--- src/rtl/io_stream_port.sv ---
// IO-bus responder bridging a 4-register window to a TX and an RX valid/ready stream.
// The TX FIFO is filled by core writes and the RX FIFO is drained by core reads.
module io_stream_port #(
    parameter int         nat_w     = 16,
    parameter int         DEPTH     = 8,
    parameter logic [7:0] BASE_ADDR = 8'h40
) (
    input  logic             clk_i,
    input  logic             reset_i,
    input  logic [7:0]       io_addr_i,
    input  logic [nat_w-1:0] io_data_i,
    input  logic             io_wr_strobe_i,
    input  logic             io_rd_strobe_i,
    output logic [nat_w-1:0] io_data_o,
    output logic [nat_w-1:0] tx_data_o,
    output logic             tx_valid_o,
    input  logic             tx_ready_i,
    input  logic [nat_w-1:0] rx_data_i,
    input  logic             rx_valid_i,
    output logic             rx_ready_o
);

    localparam int PTR_W = $clog2(DEPTH);
    localparam int CNT_W = PTR_W + 1;
    localparam logic [CNT_W-1:0] FULL_CNT = CNT_W'(DEPTH);

    logic [nat_w-1:0] tx_mem [DEPTH];
    logic [nat_w-1:0] rx_mem [DEPTH];

    logic [PTR_W-1:0] tx_wr_ptr, tx_rd_ptr, rx_wr_ptr, rx_rd_ptr;
    logic [CNT_W-1:0] tx_count, rx_count;
    logic             tx_overflow, rx_underflow;

    logic       hit;
    logic [1:0] off;
    logic       wr_data, rd_data, wr_ctrl, flush, clr_sticky;
    logic       tx_empty, tx_full, rx_nonempty, rx_full;
    logic       tx_push, tx_pop, rx_push, rx_pop;
    logic       set_overflow, set_underflow;
    logic [nat_w-1:0] rx_head, status;

    assign hit        = (io_addr_i[7:2] == BASE_ADDR[7:2]);
    assign off        = io_addr_i[1:0];
    assign wr_data    = io_wr_strobe_i && hit && (off == 2'd0);
    assign rd_data    = io_rd_strobe_i && hit && (off == 2'd0);
    assign wr_ctrl    = io_wr_strobe_i && hit && (off == 2'd2);
    assign flush      = wr_ctrl && io_data_i[0];
    assign clr_sticky = wr_ctrl && io_data_i[1];

    assign tx_empty    = (tx_count == '0);
    assign tx_full     = (tx_count == FULL_CNT);
    assign rx_nonempty = (rx_count != '0);
    assign rx_full     = (rx_count == FULL_CNT);

    // Fullness/emptiness is judged on pre-edge counts, so a write into a full
    // TX FIFO is dropped even when the stream drains an entry in the same cycle.
    assign tx_push       = wr_data && !tx_full;
    assign tx_pop        = !tx_empty && tx_ready_i;
    assign rx_push       = rx_valid_i && !rx_full;
    assign rx_pop        = rd_data && rx_nonempty;
    assign set_overflow  = wr_data && tx_full;
    assign set_underflow = rd_data && !rx_nonempty;

    assign tx_valid_o = !tx_empty;
    assign tx_data_o  = tx_empty ? '0 : tx_mem[tx_rd_ptr];
    assign rx_ready_o = !rx_full;
    assign rx_head    = rx_nonempty ? rx_mem[rx_rd_ptr] : '0;

    always_comb begin
        status        = '0;
        status[0]     = rx_nonempty;
        status[1]     = rx_full;
        status[2]     = tx_empty;
        status[3]     = tx_full;
        status[4]     = tx_overflow;
        status[5]     = rx_underflow;
        status[15:8]  = 8'(rx_count);
    end

    // Zero unless this window is read, so responders can be OR-merged.
    always_comb begin
        io_data_o = '0;
        if (io_rd_strobe_i && hit) begin
            case (off)
                2'd0:    io_data_o = rx_head;
                2'd1:    io_data_o = status;
                2'd2:    io_data_o[7:0] = 8'(tx_count);
                default: io_data_o = '0;
            endcase
        end
    end

    always_ff @(posedge clk_i or posedge reset_i) begin
        if (reset_i) begin
            tx_wr_ptr    <= '0;
            tx_rd_ptr    <= '0;
            rx_wr_ptr    <= '0;
            rx_rd_ptr    <= '0;
            tx_count     <= '0;
            rx_count     <= '0;
            tx_overflow  <= 1'b0;
            rx_underflow <= 1'b0;
        end else begin
            if (flush) begin
                tx_wr_ptr <= '0;
                tx_rd_ptr <= '0;
                rx_wr_ptr <= '0;
                rx_rd_ptr <= '0;
                tx_count  <= '0;
                rx_count  <= '0;
            end else begin
                if (tx_push) tx_wr_ptr <= tx_wr_ptr + PTR_W'(1);
                if (tx_pop)  tx_rd_ptr <= tx_rd_ptr + PTR_W'(1);
                if (rx_push) rx_wr_ptr <= rx_wr_ptr + PTR_W'(1);
                if (rx_pop)  rx_rd_ptr <= rx_rd_ptr + PTR_W'(1);
                tx_count <= tx_count + CNT_W'(tx_push) - CNT_W'(tx_pop);
                rx_count <= rx_count + CNT_W'(rx_push) - CNT_W'(rx_pop);
            end
            // Setting a sticky flag wins over clearing it in the same cycle.
            if (set_overflow)    tx_overflow <= 1'b1;
            else if (clr_sticky) tx_overflow <= 1'b0;
            if (set_underflow)   rx_underflow <= 1'b1;
            else if (clr_sticky) rx_underflow <= 1'b0;
        end
    end

    // Storage is data only; validity is tracked entirely by the counts.
    always_ff @(posedge clk_i) begin
        if (tx_push) tx_mem[tx_wr_ptr] <= io_data_i;
        if (rx_push) rx_mem[rx_wr_ptr] <= rx_data_i;
    end

endmodule

--- config.mk ---
export PLATFORM = sky130hd
export DESIGN_NAME = io_stream_port
export DESIGN_NICKNAME = d
export VERILOG_FILES = /design/src/rtl/io_stream_port.sv
export SDC_FILE = /design/constraint.sdc
export NUM_CORES = 1
export LEC_CHECK = 0
export ABC_AREA = 0
export ABC_CLOCK_PERIOD_IN_PS = 4800
export CORE_ASPECT_RATIO = 1.2
export CORE_MARGIN = 5
export CORE_UTILIZATION = 60
export DETAILED_ROUTE_END_ITERATION = 8
export GPL_TIMING_DRIVEN = 0
export PLACE_DENSITY = 0.81
export SYNTH_ARGS = -nofsm -noshare
export SYNTH_HDL_FRONTEND = slang
export SYNTH_SLANG_ARGS = --single-unit
--- constraint.sdc ---
create_clock -name clk_i -period 4.8 [get_ports clk_i]
set_input_delay 0.96 -clock clk_i [delete_from_list [all_inputs] [get_ports clk_i]]
set_output_delay 0.96 -clock clk_i [all_outputs]
set_load 0.03 [all_outputs]
### Yosys cells after proc, flatten, opt, wreduce, memory -nomap -nowiden

Memory sizes are Yosys's and may differ from the RTL's.
Cells that the tools add are included.

| operators by class | value |
|---|---|
| multiplexer cells | 22 |
| eq/ne operators | 5 |
| reductions and logical operators | 26 |
| add/sub/neg operators | 8 |

Operators with widths:

| operator | count |
|---|---|
| two-way mux 16 bit | 3 |
| two-way mux 3 bit | 8 |
| one-hot mux 8 bit (3 select lines) | 1 |
| one-hot mux 8 bit (2 select lines) | 1 |
| logical AND 1 bit | 13 |
| adder 3 x 1 -> 3 bit, second input constant | 4 |
| nonzero test 2 bit | 6 |
| adder 4 x 1 -> 4 bit | 2 |
| equality test 4 bit, second input constant | 2 |
| two-way mux 4 bit | 2 |
| subtractor 4 x 1 -> 4 bit | 2 |
| two-way mux 1 bit | 7 |
| equality test 6 x 5 -> 1 bit, second input constant | 1 |
| zero test 1 bit | 4 |
| zero test 4 bit | 1 |
| nonzero test 4 bit | 1 |
| equality test 2 x 1 -> 1 bit, second input constant | 1 |
| equality test 2 bit, second input constant | 1 |
| zero test 2 bit | 1 |

| storage, ports and cells | value |
|---|---|
| RAM bits | 256 |
| register bits after elaboration | 22 |
| word-level logic and storage cells | 71 |
| memories kept | 2 |

Memories:

| memory | words | width | read ports | clocked after Yosys merged registers in | write ports | line | text |
|---|---|---|---|---|---|---|---|
| rx_mem | 8 | 16 | 1 | 0 | 1 | 28 | `logic [nat_w-1:0] rx_mem [DEPTH];` |
| tx_mem | 8 | 16 | 1 | 0 | 1 | 27 | `logic [nat_w-1:0] tx_mem [DEPTH];` |

### Logic depth before layout (Yosys ltp)

Gate-level depths: netlist (run 1).

| depth | value |
|---|---|
| depth after elaboration | 7 |
| mapped depth | 14 |
| gate-level depth less buffers | 13 |

### Least setup slack after synthesis (run 1)

OpenSTA, ideal clock, no wires.

| timing | value |
|---|---|
| path type | input to register |
| start point | in io_addr_i[3] |
| end point | mem tx_mem[5][0] (enable) |
| setup slack | 1383 ps |
| arrival time | 3004 ps |
| path buffers | 1 |
| required time | 4387 ps |
| stages on the path | 5 |
| cells stage by stage | nor4_4 > and3_1 > buf_2 > nand3_1 > nor3b_1 |

| between the ends | value |
|---|---|
| word-level cells in the longest chain between the ends | 6 |

RTL lines:

| item | line | text |
|---|---|---|
| start: declaration | 10 | `input logic [7:0] io_addr_i,` |
| equality test 6 x 5 -> 1 bit | 42 | `assign hit = (io_addr_i[7:2] == BASE_ADDR[7:2]);` |
| logical AND 1 bit (2 in a row) | 44 | `assign wr_data = io_wr_strobe_i && hit && (off == 2'd0);` |
| logical AND 1 bit | 57 | `assign tx_push = wr_data && !tx_full;` |
| two-way mux 1 bit | 129 | `if (tx_push) tx_mem[tx_wr_ptr] <= io_data_i;` |
| two-way mux 1 bit (not written as such) | 129 |  |
| end: declaration | 27 |  |

No other way between the ends.

### Final worst setup path (run 1)

| timing | value |
|---|---|
| start point | in io_addr_i[0] |
| end point | out io_data_o[11] |

| between the ends | value |
|---|---|
| word-level cells in the longest chain between the ends | 3 |
| elaborated cells between the ends (all ways) | 4 |

RTL lines:

| item | line | text |
|---|---|---|
| equality test 2 x 1 -> 1 bit or zero test 2 bit (tied branches) | 84 | `case (off)` |
| one-hot mux 8 bit (2 select lines) (*) | 84 |  |
| two-way mux 16 bit (*) | 83 | `if (io_rd_strobe_i && hit) begin` |
| end: declaration | 14 | `output logic [nat_w-1:0] io_data_o,` |

Every way passes the cells marked *; elsewhere a longest branch is shown, timed or not.

==> impl_summary.txt, run 1 <==
----------------------------------------------------
[Power and ir drop]
  Sw Share ... 28.5%
  Sequential power share ... 43.0%
  Net Sw Power ... 1.98 mW
  Worst supply voltage drop on vdd ... 397 uV
  P_int ... 4.97 mW
  Clock power share ... 29.8%
  Overall power after layout ... 6.95 mW
  Combinational cell fraction of total power ... 27.3%
  P per Cell Area ... 511 nW/um^2
  Lkg Pwr ... 4.54 nW

[Route]
  Via-per-instance ratio ... 5.97
  First-pass detailed-route iteration total ... 6
  DRC marker count from the first detailed-route iteration ... 489
  Via count ... 5895
  Final antenna-violating net count ... 0
  Final wirelength ... 23.3 mm
  Final routed DRC violation total ... 0
  Avg WL per Cell ... 23.6 um

[Floorplanning]
  DIE WIDTH ... 135 um
  Number of placement rows ... 55
  Initial core utilization ... 60.4%
  Floorplan die height ... 160 um
  Standard cell core area ... 18700 um^2
  Overall die area ... 21700 um^2
  Boundary pin count ... 80

[Logic synthesis]
  Yosys Warn Count ... 0
  Proportion of synthesized flip-flops having asynchronous set or reset ... 7.91%
  Post-Synthesis Cells ... 588
  Number of enable flip-flop cells after synthesis ... 256
  Post-synthesis net count ... 652
  Netlist area before placement ... 11300 um^2
  Yosys cell types ... 46
  Register area share after synthesis ... 72.9%
  Most common flop cell mapped by yosys ... sky130_fd_sc_hd__edfxtp_1
  Number of register bits inferred by synthesis ... 278
  Share of the synthesized area in the top cell type ... 68.0%
  Average cell area after synthesis ... 19.2 um^2
  Yosys top cell by area ... sky130_fd_sc_hd__edfxtp_1
  Largest cells by area after synthesis ... sky130_fd_sc_hd__edfxtp_1 (68%), sky130_fd_sc_hd__mux4_2 (12%), sky130_fd_sc_hd__dfrtp_1 (4.9%), sky130_fd_sc_hd__mux2i_1 (2.9%), sky130_fd_sc_hd__ha_1 (1.8%)

[Critical path]
  Slowest cell on the critical path ... sky130_fd_sc_hd__clkdlybuf4s50_1
  Data arrival time of the worst path ... 3610 ps
  Series of cell instances along the critical path ... clkdlybuf4s50_1, nor3_1, nand2_1, clkbuf_1, o2bb2ai_1, clkdlybuf4s50_1
  Critical path data required time ... 3840 ps
  Worst-path maximum fanout ... 10
  Crit path kind ... in -> out
  CP Buf/Inv Count ... 3
  Kind of start point of the critical path ... input pin
  Worst stage delay on the critical path ... 720 ps
  Critical Path Sink Type ... primary output
  Category of cells accounting for the largest share of critical-path delay ... buffers and inverters
  Critical Path Most Common Cell ... sky130_fd_sc_hd__clkdlybuf4s50_1

[Clocking]
  CTS buffer count ... 26
  Number of hold buffers added after CTS ... 0
  CTS clock-pin slew for the worst setup and hold paths ... 60 ps
  Number of levels the H-tree was split into ... 1
  TritonCTS clock tree ... done
  Total setup buffers inserted after CTS ... 0
  Clock sink count ... 278
  Clk Latency, worst-skew pair ... 530 ps
  CTS Buffer Depth ... 3
  Clock tree root buffer cell ... sky130_fd_sc_hd__clkbuf_16
  Gates resized, CTS repair ... 0

[Cells and area]
  Fraction of layout instances using a drive strength above 1 ... 23.0%
  # diodes ... 0
  # fillers ... 1151
  Commonest cells after routing, fill and taps aside ... sky130_fd_sc_hd__edfxtp_1 (256), sky130_fd_sc_hd__clkdlybuf4s50_1 (79), sky130_fd_sc_hd__mux4_2 (62)
  Most common cell after layout, fill and taps aside ... sky130_fd_sc_hd__edfxtp_1
  Synthesis-to-finish area growth ... 20.4%
  Area taken by multi-input logic gates ... 2920 um^2
  Layout net count ... 776
  Combined flip-flop and latch cell area ... 8240 um^2
  Post-route insts no fill ... 988

[Timing]
  Total negative slack for setup checks ... 0 ps
  Slew Viols, Final ... 0
  Worst clock skew on the final layout ... 9.70 ps
  Slew Limit Headroom ... 31.7%
  Final worst hold slack ... 536 ps
  Final hold vios ... 0
  Transition at the pin with the smallest max-transition slack ... 1020 ps
  Fmax ... 219 MHz
  Unrepaired setup endpoints after global routing ... no
  Final setup fails ... 0
  Minimum period implied by the final worst setup slack ... 4570 ps
  Post-layout worst setup margin ... 228 ps
  Final worst path period share ... 95.3%

[Global route]
  Pin count of the biggest net entering global routing ... 23
  Initial antenna violation count ... 0
  First-pass GRT wire length ... 36.2 mm
  Aggregate global routing overflow ... 0
  Global-route usage over all layers ... 22.0%
  Via count of the first global-routing pass ... 6385

[Placed design]
  Post-Place Worst Slack ... 268 ps
  I/O Buffers ... 79
  Weighted congestion reported at the end of routability-driven placement ... 0.823
  Detailed Place HPWL ... 16.0 mm
  Number of cells in the design after placement ... 940

[Status]
  Result of the run ... completed

[Min path]
  Path class of the lowest-slack min-delay path ... reg -> reg

[Run]
  Max Cap Violations ... 0

----------------------------------------------------
worst paths after layout:
path | startpoint | end | slack, ps | depth (start not counted)
worst max-delay path | io_addr_i[0] | io_data_o[11] | 230 | 6
worst min-delay path | rx_underflow$_DFFE_PP0P_ | rx_underflow$_DFFE_PP0P_ | 540 | 1
worst max register to register | rx_count[2]$_DFF_PP0_ | rx_count[2]$_DFF_PP0_ | 1330 | 13
worst min register to register | rx_underflow$_DFFE_PP0P_ | rx_underflow$_DFFE_PP0P_ | 540 | 1
max in group asynchronous | reset_i | tx_rd_ptr[0]$_DFFE_PP0P_ | 3290 | 2
min in group asynchronous | reset_i | rx_count[3]$_DFF_PP0_ | 950 | 2
worst register-to-register path: cells and delay by family (launching register included):
kind	cells	cell delay [ps]
adders and majority gates	4	1040
and+or+nand+nor	4	960
buffers and inverters	4	790
DFF	1	400
xor gates and xnor gates	1	160
power by group through the flow:
| stage | combinational [mW] | sequential [mW] | clock [mW] |
|---|---|---|---|
| 2_1_floorplan | 1.25 | 3.00 | 0 |
| 3_3_place_gp | 1.76 | 3.02 | 0 |
| 3_5_place_dp | 1.91 | 3.04 | 0 |
| 4_1_cts | 1.93 | 2.99 | 2.10 |
| 5_1_grt | 2.04 | 3.01 | 2.21 |
| 6_report | 1.89 | 2.99 | 2.07 |
sequential cells by signal (all words and copies together), names as in the netlist:
signal and flops:
rx_mem 128, tx_mem 128, rx_count 4, tx_count 4
rx_rd_ptr 3, rx_wr_ptr 3, tx_rd_ptr 3, tx_wr_ptr 3
rx_underflow 1, tx_overflow 1
per-layer routing:
layer	track usage [%]	part of all wire, %	up-vias
met1	26.9	36	3042
met4	5.91	2.4	0
met2	39.9	55	210
li1	-	-	2596
met5	0	0	-
met3	4.35	6.2	47
stage by stage:
step                util [%]  area, um^2
detailed placement      68.1       12700
global placement        66.3       12400
floorplan                  -       11300
CTS                     72.7       13600
finish                  72.7       13600
global route            72.7       13600
cells in the mapped netlist (all sizes together), types with 3 or more instances:
library cell / count
ha: 16
xnor2: 5
edfxtp: 256
inv: 16
nor3b: 5
nand2b: 3
nor2b: 9
dfrtp: 22
nand3: 10
o21ai: 4
mux2i: 33
mux2: 3
nand2: 12
a21oi: 15
a22oi: 4
nor3: 6
buf: 19
and3: 3
mux4: 62
nor2: 45
o2bb2ai: 7
clkbuf: 10
or3: 4
cell families (layout without fill, tap and decap cells):
group | after synthesis | count (layout) | share of synthesized area [%]
fa+ha+maj | 18 | 18 | 2.13
compound gates | 37 | 37 | 2.16
mux | 98 | 98 | 15.6
xor+xnor | 7 | 7 | 0.542
flops | 278 | 278 | 72.9
buf+inv | 45 | 189 | 1.82
simple gates | 105 | 105 | 4.91
final cells by class:
type / count / share of cell area, %
Multi-Input combinational cell: 265 / 21.4
Tap cell: 256 / 2.35
Timing Repair Buffer: 96 / 7.79
Sequential cell: 278 / 60.5
Buffer: 29 / 1.07
Clock inverter: 14 / 1.08
Inverter: 16 / 0.441
Clock buffer: 34 / 5.30
(Power assumes the default switching activity.)
==> run 2, diff against run 1 <==
- CORE_MARGIN: 5 -> 10
- SLEW_MARGIN: not set -> 20
==> impl_summary.txt, run 2 (synthesized netlist as in run 1, its figures left out) <==
----------------------------------------------------
[Placed design]
  Number of cells in the design after placement ... 940
  Post-Place Worst Slack ... 139 ps
  Detailed Place HPWL ... 16.6 mm
  I/O Buffers ... 79
  Weighted congestion reported at the end of routability-driven placement ... 0.812

[Clocking]
  Clk Latency, worst-skew pair ... 520 ps
  TritonCTS clock tree ... done
  CTS buffer count ... 25
  Number of levels the H-tree was split into ... 1
  CTS Buffer Depth ... 3
  Clock sink count ... 278
  Clock tree root buffer cell ... sky130_fd_sc_hd__clkbuf_16
  CTS clock-pin slew for the worst setup and hold paths ... 60 ps

[Cells and area]
  Combined flip-flop and latch cell area ... 8240 um^2
  Post-route insts no fill ... 984
  Layout net count ... 779
  Biggest registers after layout ... rx_mem x128, tx_mem x128
  Fraction of layout instances using a drive strength above 1 ... 22.5%
  Synthesis-to-finish area growth ... 19.0%
  Most common cell after layout, fill and taps aside ... sky130_fd_sc_hd__edfxtp_1
  Area taken by multi-input logic gates ... 2920 um^2
  # fillers ... 1131
  Commonest cells after routing, fill and taps aside ... sky130_fd_sc_hd__edfxtp_1 (256), sky130_fd_sc_hd__clkdlybuf4s50_1 (79), sky130_fd_sc_hd__mux4_2 (62)
  # diodes ... 0

[Global route]
  Most crowded layer after global routing ... met2
  Initial antenna violation count ... 0
  Routing usage on met2 ... 35.9%
  First-pass GRT wire length ... 37.2 mm
  Pin count of the biggest net entering global routing ... 23
  Global-route usage over all layers ... 19.3%
  Met3 usage ... 3.79%
  Via count of the first global-routing pass ... 6574
  Aggregate global routing overflow ... 0
  Met1 Track Usage GR ... 22.0%

[Floorplanning]
  Initial core utilization ... 61.5%
  Overall die area ... 24800 um^2
  Floorplan die height ... 170 um
  Boundary pin count ... 80
  DIE WIDTH ... 145 um
  Number of placement rows ... 54
  Standard cell core area ... 18400 um^2

[Route]
  Final wirelength ... 23.8 mm
  Via count ... 5903
  Final antenna-violating net count ... 0
  Final routed DRC violation total ... 0
  Avg WL per Cell ... 24.2 um
  First-pass detailed-route iteration total ... 4
  DRC marker count from the first detailed-route iteration ... 370
  Via-per-instance ratio ... 6.00

[Timing]
  Unrepaired setup endpoints after global routing ... no
  Worst clock skew on the final layout ... 11.1 ps
  Final setup fails ... 0
  Fmax ... 223 MHz
  Minimum period implied by the final worst setup slack ... 4490 ps
  Slew Limit Headroom ... 41.6%
  Final worst path period share ... 93.6%
  Final hold vios ... 0
  Transition at the pin with the smallest max-transition slack ... 876 ps
  Slew Viols, Final ... 0
  Total negative slack for setup checks ... 0 ps
  Post-layout worst setup margin ... 310 ps

[Critical path]
  Kind of start point of the critical path ... input pin
  Critical path data required time ... 3840 ps
  Worst-path maximum fanout ... 10
  Cell depth of the worst flop-to-flop path ... 13
  Slowest cell on the critical path ... sky130_fd_sc_hd__clkdlybuf4s50_1
  Crit path kind ... in -> out
  Series of cell instances along the critical path ... clkdlybuf4s50_1, nor4_4, and3_1, nand2_1, clkbuf_1, o2bb2ai_1, clkdlybuf4s50_1
  Data arrival time of the worst path ... 3530 ps
  Worst stage delay on the critical path ... 720 ps
  Critical Path Sink Type ... primary output
  Critical Path Most Common Cell ... sky130_fd_sc_hd__clkdlybuf4s50_1

[Run]
  Max Cap Violations ... 0

[Power and ir drop]
  Worst supply voltage drop on vdd ... 398 uV
  Overall power after layout ... 6.75 mW
  P per Cell Area ... 502 nW/um^2
  Lkg Pwr ... 4.48 nW

[Status]
  Result of the run ... completed

[Min path]
  Path class of the lowest-slack min-delay path ... reg -> reg
  Cell depth of the worst min-delay path ... 1

----------------------------------------------------
-- run 2: timing repair --
action,in CTS,in global routing
setup endpoints to repair,0,2
resized for setup,0,1
hold buffers,0,0
setup buffers,0,0
-- run 2: final timing paths --
path / endpoint / startpoint / slack, ps
min reg2reg: rx_underflow$_DFFE_PP0P_ / rx_underflow$_DFFE_PP0P_ / 540
min in group asynchronous: rx_count[1]$_DFF_PP0_ / reset_i / 930
max: io_data_o[9] / io_addr_i[3] / 310
max reg2reg: rx_count[2]$_DFF_PP0_ / rx_count[2]$_DFF_PP0_ / 1430
max in group asynchronous: tx_rd_ptr[0]$_DFFE_PP0P_ / reset_i / 3330
min: rx_underflow$_DFFE_PP0P_ / rx_underflow$_DFFE_PP0P_ / 540
-- run 2: stage by stage --
stage	area, um^2	utilization [%]	hold slack [ps]
after floorplan	11300	-	479
after global placement	12400	67.5	511
after detailed placement	12700	69.0	510
after CTS	13400	73.2	540
after global routing	13400	73.2	555
final	13400	73.2	544
-- run 2: critical path: cells and delay by family --
| family | cells | cell delay, ps |
|---|---|---|
| buffers and inverters | 3 | 1500 |
| AOI/OAI and AO/OA | 1 | 290 |
| and+or+nand+nor | 3 | 790 |
-- run 2: report_power, final --
part	leakage (nW)	switching, mW	internal (mW)	total (mW)
clock network	0.372	0.818	1.06	1.88
registers	2.58	0.109	2.88	2.99
logic	1.53	1.04	0.848	1.88
total	4.48	1.96	4.79	6.75
-- run 2: final cells by class --
class | count | area share (%)
flip-flops and latches | 278 | 61.3
multi-input cells | 265 | 21.7
repair buffers | 100 | 7.47
plain buffers | 29 | 1.08
well taps | 252 | 2.34
clock inverters | 14 | 0.884
inverters | 16 | 0.447
clock buffers | 30 | 4.79
-- run 2: layer usage --
layer | share of wire, % | vias up
li1 | - | 2597
met5 | 0 | -
met1 | 37 | 3046
met4 | 2.7 | 0
met2 | 55 | 205
met3 | 5.6 | 55
